==> config.mk <==
export PLATFORM = sky130hd
export DESIGN_NAME = led_mode_ctrl
export DESIGN_NICKNAME = d
export VERILOG_FILES = /design/src/rtl/led_mode_ctrl.sv
export SDC_FILE = /design/constraint.sdc
export NUM_CORES = 1
export LEC_CHECK = 0
export BUFFER_PORTS_ARGS = -buffer_cell sky130_fd_sc_hd__buf_2
export CAP_MARGIN = 10
export CORE_ASPECT_RATIO = 0.9
export CORE_UTILIZATION = 30
export CTS_CLUSTER_SIZE = 12
export DETAILED_ROUTE_END_ITERATION = 7
export SETUP_SLACK_MARGIN = 0.3
export SLEW_MARGIN = 40
export SYNTH_ARGS = -nofsm -noshare
export SYNTH_HDL_FRONTEND = slang
export SYNTH_SLANG_ARGS = --single-unit
==> constraint.sdc <==
create_clock -name clk -period 3.1 [get_ports clk]
set_input_delay 0.31 -clock clk [delete_from_list [all_inputs] [get_ports clk]]
set_output_delay 0.31 -clock clk [all_outputs]
set_load 0.02 [all_outputs]
==> src/rtl/led_mode_ctrl.sv <==
// led_mode_ctrl: LED mode controller driving an active-low LED through a PWM.
//
// A free-running PWM counter (cnt1) defines periods of CNT_NUM clocks. Mode
// commands are accepted into a one-deep pending slot and applied on the next
// period end, so a mode change never cuts a PWM period short. Modes: OFF, ON,
// BREATH (duty ramps 0..CNT_NUM..0) and BLINK (full on / full off, each phase
// lasting BLINK_PERIODS periods).
//
// Build option: define LED_MODE_BLINK_EN to include the BLINK mode. Without it,
// the blink counter and blink states are absent and a mode-3 command applies
// as OFF.
//
// Ports:
//   clk        system clock, rising edge
//   rst        asynchronous reset, active low
//   cmd_valid  mode command offered
//   cmd_mode   0=OFF 1=ON 2=BREATH 3=BLINK, sampled on acceptance
//   cmd_ready  command can be accepted this cycle (low while one is pending)
//   cur_mode   currently applied mode, same encoding as cmd_mode
//   duty       current duty, 0..CNT_NUM
//   led        registered LED drive, 0 = lit
module led_mode_ctrl #(
    parameter int CNT_NUM       = 30,
    parameter int BLINK_PERIODS = 15
) (
    input  logic       clk,
    input  logic       rst,
    input  logic       cmd_valid,
    input  logic [1:0] cmd_mode,
    output logic       cmd_ready,
    output logic [1:0] cur_mode,
    output logic [7:0] duty,
    output logic       led
);

    generate
        if (CNT_NUM < 2 || CNT_NUM > 255)
            $error("CNT_NUM out of range 2..255");
        if (BLINK_PERIODS < 1 || BLINK_PERIODS > 255)
            $error("BLINK_PERIODS out of range 1..255");
    endgenerate

    localparam logic [7:0] TOP  = 8'(CNT_NUM);
    localparam logic [7:0] LAST = 8'(CNT_NUM - 1);

    typedef enum logic [2:0] {
        S_OFF,
        S_ON,
        S_UP,
        S_DN
`ifdef LED_MODE_BLINK_EN
        , S_BLK_ON,
        S_BLK_OFF
`endif
    } state_t;

    state_t     state_q, state_d;
    logic [7:0] cnt1_q, cnt1_d;
    logic [7:0] duty_q, duty_d;
    logic       led_q, led_d;
    logic       ready_q, ready_d;     // low means a command is pending
    logic [1:0] pmode_q, pmode_d;     // pending command
    logic [1:0] cur_mode_q, cur_mode_d;
`ifdef LED_MODE_BLINK_EN
    localparam logic [7:0] BLK_LAST = 8'(BLINK_PERIODS - 1);
    logic [7:0] blk_cnt_q, blk_cnt_d;
`endif

    logic period_end;

    always_comb begin
        period_end = (cnt1_q == LAST);
        cnt1_d     = period_end ? 8'd0 : cnt1_q + 8'd1;
        led_d      = !(cnt1_q < duty_q);
        state_d    = state_q;
        duty_d     = duty_q;
        ready_d    = ready_q;
        pmode_d    = pmode_q;
`ifdef LED_MODE_BLINK_EN
        blk_cnt_d  = blk_cnt_q;
`endif

        // Acceptance needs ready_q=1 and apply needs ready_q=0, so the two
        // never coincide; a command accepted on a period end waits a period.
        if (cmd_valid && ready_q) begin
            ready_d = 1'b0;
            pmode_d = cmd_mode;
        end

        if (period_end) begin
            if (!ready_q) begin
                // Apply wins over the in-mode update on the same period end.
                ready_d = 1'b1;
                case (pmode_q)
                    2'd1: begin state_d = S_ON; duty_d = TOP;  end
                    2'd2: begin state_d = S_UP; duty_d = 8'd0; end
`ifdef LED_MODE_BLINK_EN
                    2'd3: begin
                        state_d   = S_BLK_ON;
                        duty_d    = TOP;
                        blk_cnt_d = 8'd0;
                    end
`endif
                    default: begin state_d = S_OFF; duty_d = 8'd0; end
                endcase
            end else begin
                case (state_q)
                    S_UP: begin
                        if (duty_q < TOP) duty_d  = duty_q + 8'd1;
                        else              state_d = S_DN;
                    end
                    S_DN: begin
                        if (duty_q != 8'd0) duty_d  = duty_q - 8'd1;
                        else                state_d = S_UP;
                    end
`ifdef LED_MODE_BLINK_EN
                    S_BLK_ON, S_BLK_OFF: begin
                        if (blk_cnt_q == BLK_LAST) begin
                            blk_cnt_d = 8'd0;
                            state_d   = (state_q == S_BLK_ON) ? S_BLK_OFF : S_BLK_ON;
                            duty_d    = (state_q == S_BLK_ON) ? 8'd0 : TOP;
                        end else begin
                            blk_cnt_d = blk_cnt_q + 8'd1;
                        end
                    end
`endif
                    default: ;
                endcase
            end
        end

        case (state_d)
            S_ON:       cur_mode_d = 2'd1;
            S_UP, S_DN: cur_mode_d = 2'd2;
`ifdef LED_MODE_BLINK_EN
            S_BLK_ON, S_BLK_OFF: cur_mode_d = 2'd3;
`endif
            default:    cur_mode_d = 2'd0;
        endcase
    end

    always_ff @(posedge clk or negedge rst) begin
        if (!rst) begin
            state_q    <= S_OFF;
            cnt1_q     <= 8'd0;
            duty_q     <= 8'd0;
            led_q      <= 1'b1;
            ready_q    <= 1'b1;
            pmode_q    <= 2'd0;
            cur_mode_q <= 2'd0;
`ifdef LED_MODE_BLINK_EN
            blk_cnt_q  <= 8'd0;
`endif
        end else begin
            state_q    <= state_d;
            cnt1_q     <= cnt1_d;
            duty_q     <= duty_d;
            led_q      <= led_d;
            ready_q    <= ready_d;
            pmode_q    <= pmode_d;
            cur_mode_q <= cur_mode_d;
`ifdef LED_MODE_BLINK_EN
            blk_cnt_q  <= blk_cnt_d;
`endif
        end
    end

    assign cmd_ready = ready_q;
    assign cur_mode  = cur_mode_q;
    assign duty      = duty_q;
    assign led       = led_q;

endmodule
==> results of run 1 <==
-- stage by stage --
step / hold slack, ps / instance area, um2 / total power [mW] / setup slack, ps
floorplan: 14.4 / 1630 / 0.442 / 660
detailed placement: 356 / 1780 / 0.482 / 419
finish: 33.1 / 1830 / 0.667 / 471
CTS: 57.3 / 1830 / 0.679 / 394
global placement: 353 / 1780 / 0.481 / 490
global route: 75.3 / 1830 / 0.706 / 304
-- layout by cell type, fill, tap and decap left out, types with 2 or more instances in the layout --
cell type | netlist | layout
dfrtp_1 | 23 | 23
buf_2 | 2 | 16
ha_1 | 15 | 15
o21ai_0 | 13 | 13
inv_1 | 13 | 12
nor2_1 | 10 | 10
nand3_1 | 8 | 8
a21oi_1 | 6 | 6
xnor2_1 | 5 | 5
nor2b_1 | 4 | 4
nand2_1 | 4 | 4
mux2i_1 | 4 | 4
nand2b_1 | 3 | 3
and3_1 | 3 | 3
mux2_2 | 3 | 3
o21ai_1 | 3 | 3
a2bb2oi_1 | 3 | 3
clkbuf_8 | 0 | 3
a21o_1 | 2 | 2
and2_1 | 2 | 2
nor3b_1 | 2 | 2
or3_1 | 2 | 2
o41ai_1 | 2 | 2
xor2_1 | 2 | 2
o31a_1 | 2 | 2
o21a_1 | 2 | 2
o22ai_1 | 2 | 2
nor3_1 | 2 | 2
dfstp_2 | 2 | 2
-- registers in the layout, summed over array words and instances (netlist names) --
signal and count:
duty 8, state_q 3, pmode_q 2, cmd_ready 1, cur_mode 2, cnt1_q 8
led 1
-- Yosys cell counts (3+ instances only) --
library cell  count  area share [%]
nand2b_1          3             1.1
nand3_1           8             2.5
mux2_2            3             2.1
a21oi_1           6             1.8
xnor2_1           5             2.7
o21ai_0          13             4.0
ha_1             15              11
a2bb2oi_1         3             1.6
o21ai_1           3            0.92
inv_1            13             3.0
nand2_1           4            0.92
dfrtp_1          23              35
mux2i_1           4             2.5
and3_1            3             1.1
nor2b_1           4             1.5
nor2_1           10             2.3
-- final cells by class --
type | instances | area (um2)
fill | 563 | 3430
multi-input combinational | 124 | 943
sequential | 25 | 628
tap | 67 | 83.8
timing repair buffer | 16 | 80.1
inverter | 13 | 48.8
clock buffer | 4 | 45.0
-- worst max-delay path, stage by stage (launching register included) --
cell and delay [ps]:
dfrtp_1 410, nor2b_1 260, nand2_1 190, inv_2 170, ha_1 290, nor2b_1 160
o31a_1 260, or4b_2 610, nand3_1 100, o2bb2ai_1 110
-- power by group --
| group | switching, mW | internal, mW | leakage (nW) | total [mW] |
|---|---|---|---|---|
| clock | 0.101 | 0.0919 | 0.0228 | 0.193 |
| sequential | 0.0193 | 0.343 | 0.318 | 0.362 |
| combinational | 0.0646 | 0.0480 | 0.503 | 0.113 |
-- kinds of logic (layout without fill, tap and decap cells) --
group	Yosys count	count (layout)	share of synthesized area (%)
AOI/OAI and AO/OA	46	46	18.9
adders and majority gates	16	16	12.7
xor gates and xnor gates	7	7	3.75
DFF	25	25	38.4
buffers and inverters	16	33	3.83
muxes	7	7	4.52
and+or+nand+nor	48	48	17.8
-- worst max-delay path by stage --
| stage | start | end | slack, ps | depth (start not counted) |
|---|---|---|---|---|
| 6_report | state_q[2] | duty[6] | 470 | 9 |
| 5_1_grt | state_q[2] | duty[6] | 300 | 9 |
| 2_1_floorplan | state_q[1] | duty[6] | 660 | 9 |
| 3_3_place_gp | state_q[1] | duty[6] | 490 | 9 |
| 4_1_cts | state_q[1] | duty[6] | 390 | 9 |
| 3_5_place_dp | state_q[1] | duty[6] | 420 | 9 |
-- timing repair --
action	4_1_cts	5_1_grt
endpoints found under the setup margin	0	1
gates resized for setup	0	1
buffers inserted	0	0
-- layer usage --
layer | wire length (um) | GRT usage (%) | vias to the layer above
met4 | 13 | 3.77 | 0
li1 | - | - | 640
met2 | 1610 | 20.8 | 25
met3 | 163 | 2.64 | 2
met1 | 1750 | 18.8 | 627
met5 | 0 | 0 | -
==> results.toml, run 1 <==
[finish]
instances_no_fill = 249
drive_above_1_share_pct = 17.6
final_util_pct = 34.8
areaGrowthSynthToFinish_pct = 11.9
diodes = 0
nNetsFinal = 204

[critical_path]
r2r-end = "duty[6]"
reg2regPathDepth = 9
crit_required_ps = 3300
r2r_slack_ps = 470
worstSetupStartpointType = "flop"
cp-end-kind = "flop"
crit_type = "flop to flop"
r2r_start = "state_q[2]"
cp_max_fo = 7
cp.arrival_ps = 2830

[grt]
antenna_found_initial = 0
grt_pass1_vias = 1272
grt_usage_pct = 13.3
grt_pass1_wl_um = 5980
grt-ovfl-total = 0
grt_max_degree = 26

[yosys]
ys_seq_elements = 25
synth_edf_count = 0
synth_seq_area_share_pct = 38.4
synthFlopType = "dfrtp_1"
syn_area_per_cell_um2 = 9.90
synth_fp_nets = 186
yosys_warnings = 0
synth_area_um2 = 1630
async_flop_share_pct = 100
synthDistinctLibCells = 49
synth_cells = 165

[clock_network]
htreeDepth = 1
cts_tree = "done"
clock-root-buffer = "clkbuf_8"
clkTransAtPathRegs_ps = 90
clock_latency_ps = 270
ctsHoldBuffers = 0
cts_num_sinks = 25
cts_buffers = 3
cts_buffer_depth = 2

[floorplan]
die-area_um2 = 5750
core_um2 = 5260
start_util_pct = 31.1
die_h_um = 72.0
die_w_um = 79.8
io_pins = 17
rows = 25

[sta]
setup_tns_ps = 0
achievable-frequency_ghz = 0.380
slew_headroom_pct = 61.3
skew_ps = 2.53
setup_viol = 0
finalCriticalPeriod_ps = 2630
worst_pin_slew_ps = 581
final.period_utilization_pct = 84.8
maxSlewViolCount = 0
hold_viol = 0
rsz0062_at_grt = "no"

[detailed_routing]
post_drt_wl_per_cell_um = 14.2
viasPerCell = 5.20
wl_um = 3540
remaining_drc_errors = 2
num_vias = 1294
first_pass_iters = 6
final_antenna_net_count = 0
dr.first_iter.drc_count = 63

[power_and_ir_drop]
p_per_area_nw_per_um2 = 365
peakVddDrop_uv = 155
power_leakage_nw = 0.844

[status]
status = "complete, but fails checks"
violations = "DRC"

[job]
maxCapViolCount = 0

[worst_hold_path]
worstHoldPathType = "input port to asynchronous set/reset pin"

[placement]
dp_cells = 245
dpl.hpwl_um = 2620
gp_congestion = 0.768
port-buffer-count = 16
(Power assumes the default switching activity.)
==> run 2, diff against run 1 <==
==> constraint.sdc (replaced) <==
create_clock -name clk -period 2.4 [get_ports clk]
set_input_delay 0.24 -clock clk [delete_from_list [all_inputs] [get_ports clk]]
set_output_delay 0.24 -clock clk [all_outputs]
set_load 0.02 [all_outputs]
==> run 2 against run 1 <==
Design area grew 8.7%. The flow now finishes without violations. Sequential share of layout area shrank 2.7 points. Clock power grew 46%. Die area is the same. Utilization grew 3.0 points. Combinational power grew 52%. Largest cell class unchanged.
==> results.toml, run 2 (synthesized netlist as in run 1, its figures left out) <==
[status]
status = "finished, final reports clean"

[floorplan]
die_w_um = 79.8
io_pins = 17
die_h_um = 72.0
start_util_pct = 31.1
rows = 25
die-area_um2 = 5750
core_um2 = 5260

[finish]
final_cell_mix = "22 x dfrtp_1, 16 x buf_2, 14 x ha_1, 12 x inv_1, 11 x o21ai_0"
final_util_pct = 37.8
drive_above_1_share_pct = 26.4
layout_commonest_cell = "dfrtp_1"
fillCellCount = 547
nNetsFinal = 215
diodes = 0
areaGrowthSynthToFinish_pct = 21.7
fin_area_um2 = 1990

[critical_path]
worstSetupStartpointType = "flop"
cp_max_fo = 7
cp.arrival_ps = 2310
crit_required_ps = 2610
reg2regPathDepth = 9
cp-end-kind = "flop"
crit_type = "flop to flop"

[clock_network]
cts_tree = "done"
clock-root-buffer = "clkbuf_8"
htreeDepth = 1
cts_num_sinks = 25
cts_buffers = 3
cts_buffer_depth = 2
clock_latency_ps = 280
clkTransAtPathRegs_ps = 100

[grt]
grt_max_degree = 26
antenna_found_initial = 0
grt_pass1_wl_um = 6640
grt-ovfl-total = 0
grt_usage_pct = 14.8
grt_pass1_vias = 1390

[detailed_routing]
maxUsedRoutingLayer = "met4"
final_antenna_net_count = 0
remaining_drc_errors = 0
wl_um = 3880
wl_met3_um = 151
dr.first_iter.drc_count = 61
num_vias = 1346
first_pass_iters = 4
dr_wl_met2_um = 1810
viasPerCell = 5.18
post_drt_wl_per_cell_um = 14.9
wl_met1_um = 1910

[placement]
dpl_worst_slack_ps = 119
dpl.hpwl_um = 2690
gp_congestion = 0.805
port-buffer-count = 16
post_dp_cell_area_um2 = 1830

[sta]
achievable-frequency_ghz = 0.478
maxSlewViolCount = 0
hold_viol = 0
setup_viol = 0
rsz0062_at_grt = "yes"
setup_tns_ps = 0
final.period_utilization_pct = 87.2
layout_setup_ws_ps = 308
worst_pin_slew_ps = 615
slew_headroom_pct = 59.0
skew_ps = 4.25
finalCriticalPeriod_ps = 2090

[job]
maxCapViolCount = 0

[power_and_ir_drop]
power_leakage_nw = 0.926
p_total_mw = 0.923
p_per_area_nw_per_um2 = 464
peakVddDrop_uv = 317

[worst_hold_path]
worst_hold_path.num_cells = 2
worstHoldPathType = "input port to flop"
## run 2: power breakdown
part	switching, mW	internal, mW
Sequential	0.0255	0.443
Combinational	0.0921	0.0794
Clock	0.160	0.122
## run 2: worst max-delay path: stages (launching register included)
cell	delay, ps
dfrtp_1	420
nor2b_4	150
nand2_4	90
inv_6	100
ha_4	210
nor2b_4	120
o31a_1	270
or4b_4	490
nand3_2	80
o2bb2ai_2	100
## run 2: worst paths after layout
path	to	start	slack, ps
worst max-delay path	duty[6]	state_q[2]	310
worst min-delay path	cmd_ready	cmd_valid	110
worst max register to register	duty[6]	state_q[2]	310
worst min register to register	cnt1_q[4]	cnt1_q[4]	520
max in group asynchronous	duty[2]	rst	1470
min in group asynchronous	duty[6]	rst	490
## run 2: layout make-up
cell class / instances / area [um2] / share of cell area, %
Tap cell: 67 / 83.8 / 4.22
Inverter: 13 / 53.8 / 2.71
Multi-Input combinational cell: 124 / 1010 / 50.6
Clock inverter: 1 / 8.76 / 0.441
Clock buffer: 3 / 41.3 / 2.08
Sequential cell: 25 / 629 / 31.7
Timing Repair Buffer: 27 / 165 / 8.31
## run 2: routing by layer
| metal | global-route usage, % | up-vias |
|---|---|---|
| met5 | 0 | - |
| met4 | 3.17 | 0 |
| met3 | 3.27 | 2 |
| met2 | 23.9 | 25 |
| met1 | 20.4 | 651 |
| li1 | - | 668 |
## run 2: what timing repair did
action | CTS | global route
buffers inserted | 7 | 2
pin swaps | 1 | 1
setup endpoints to repair | 3 | 8
hold buffers | 1 | 0
resized for setup | 5 | 4
cloned | 0 | 0
endpoints found under the hold margin | 23 | 0
## run 2: through the flow
stage | hold WS [ps] | std cells
4_1_cts | 109 | 258
5_1_grt | 108 | 260
3_3_place_gp | 286 | 246
3_5_place_dp | 291 | 246
2_1_floorplan | -55.6 | 165
6_report | 110 | 260
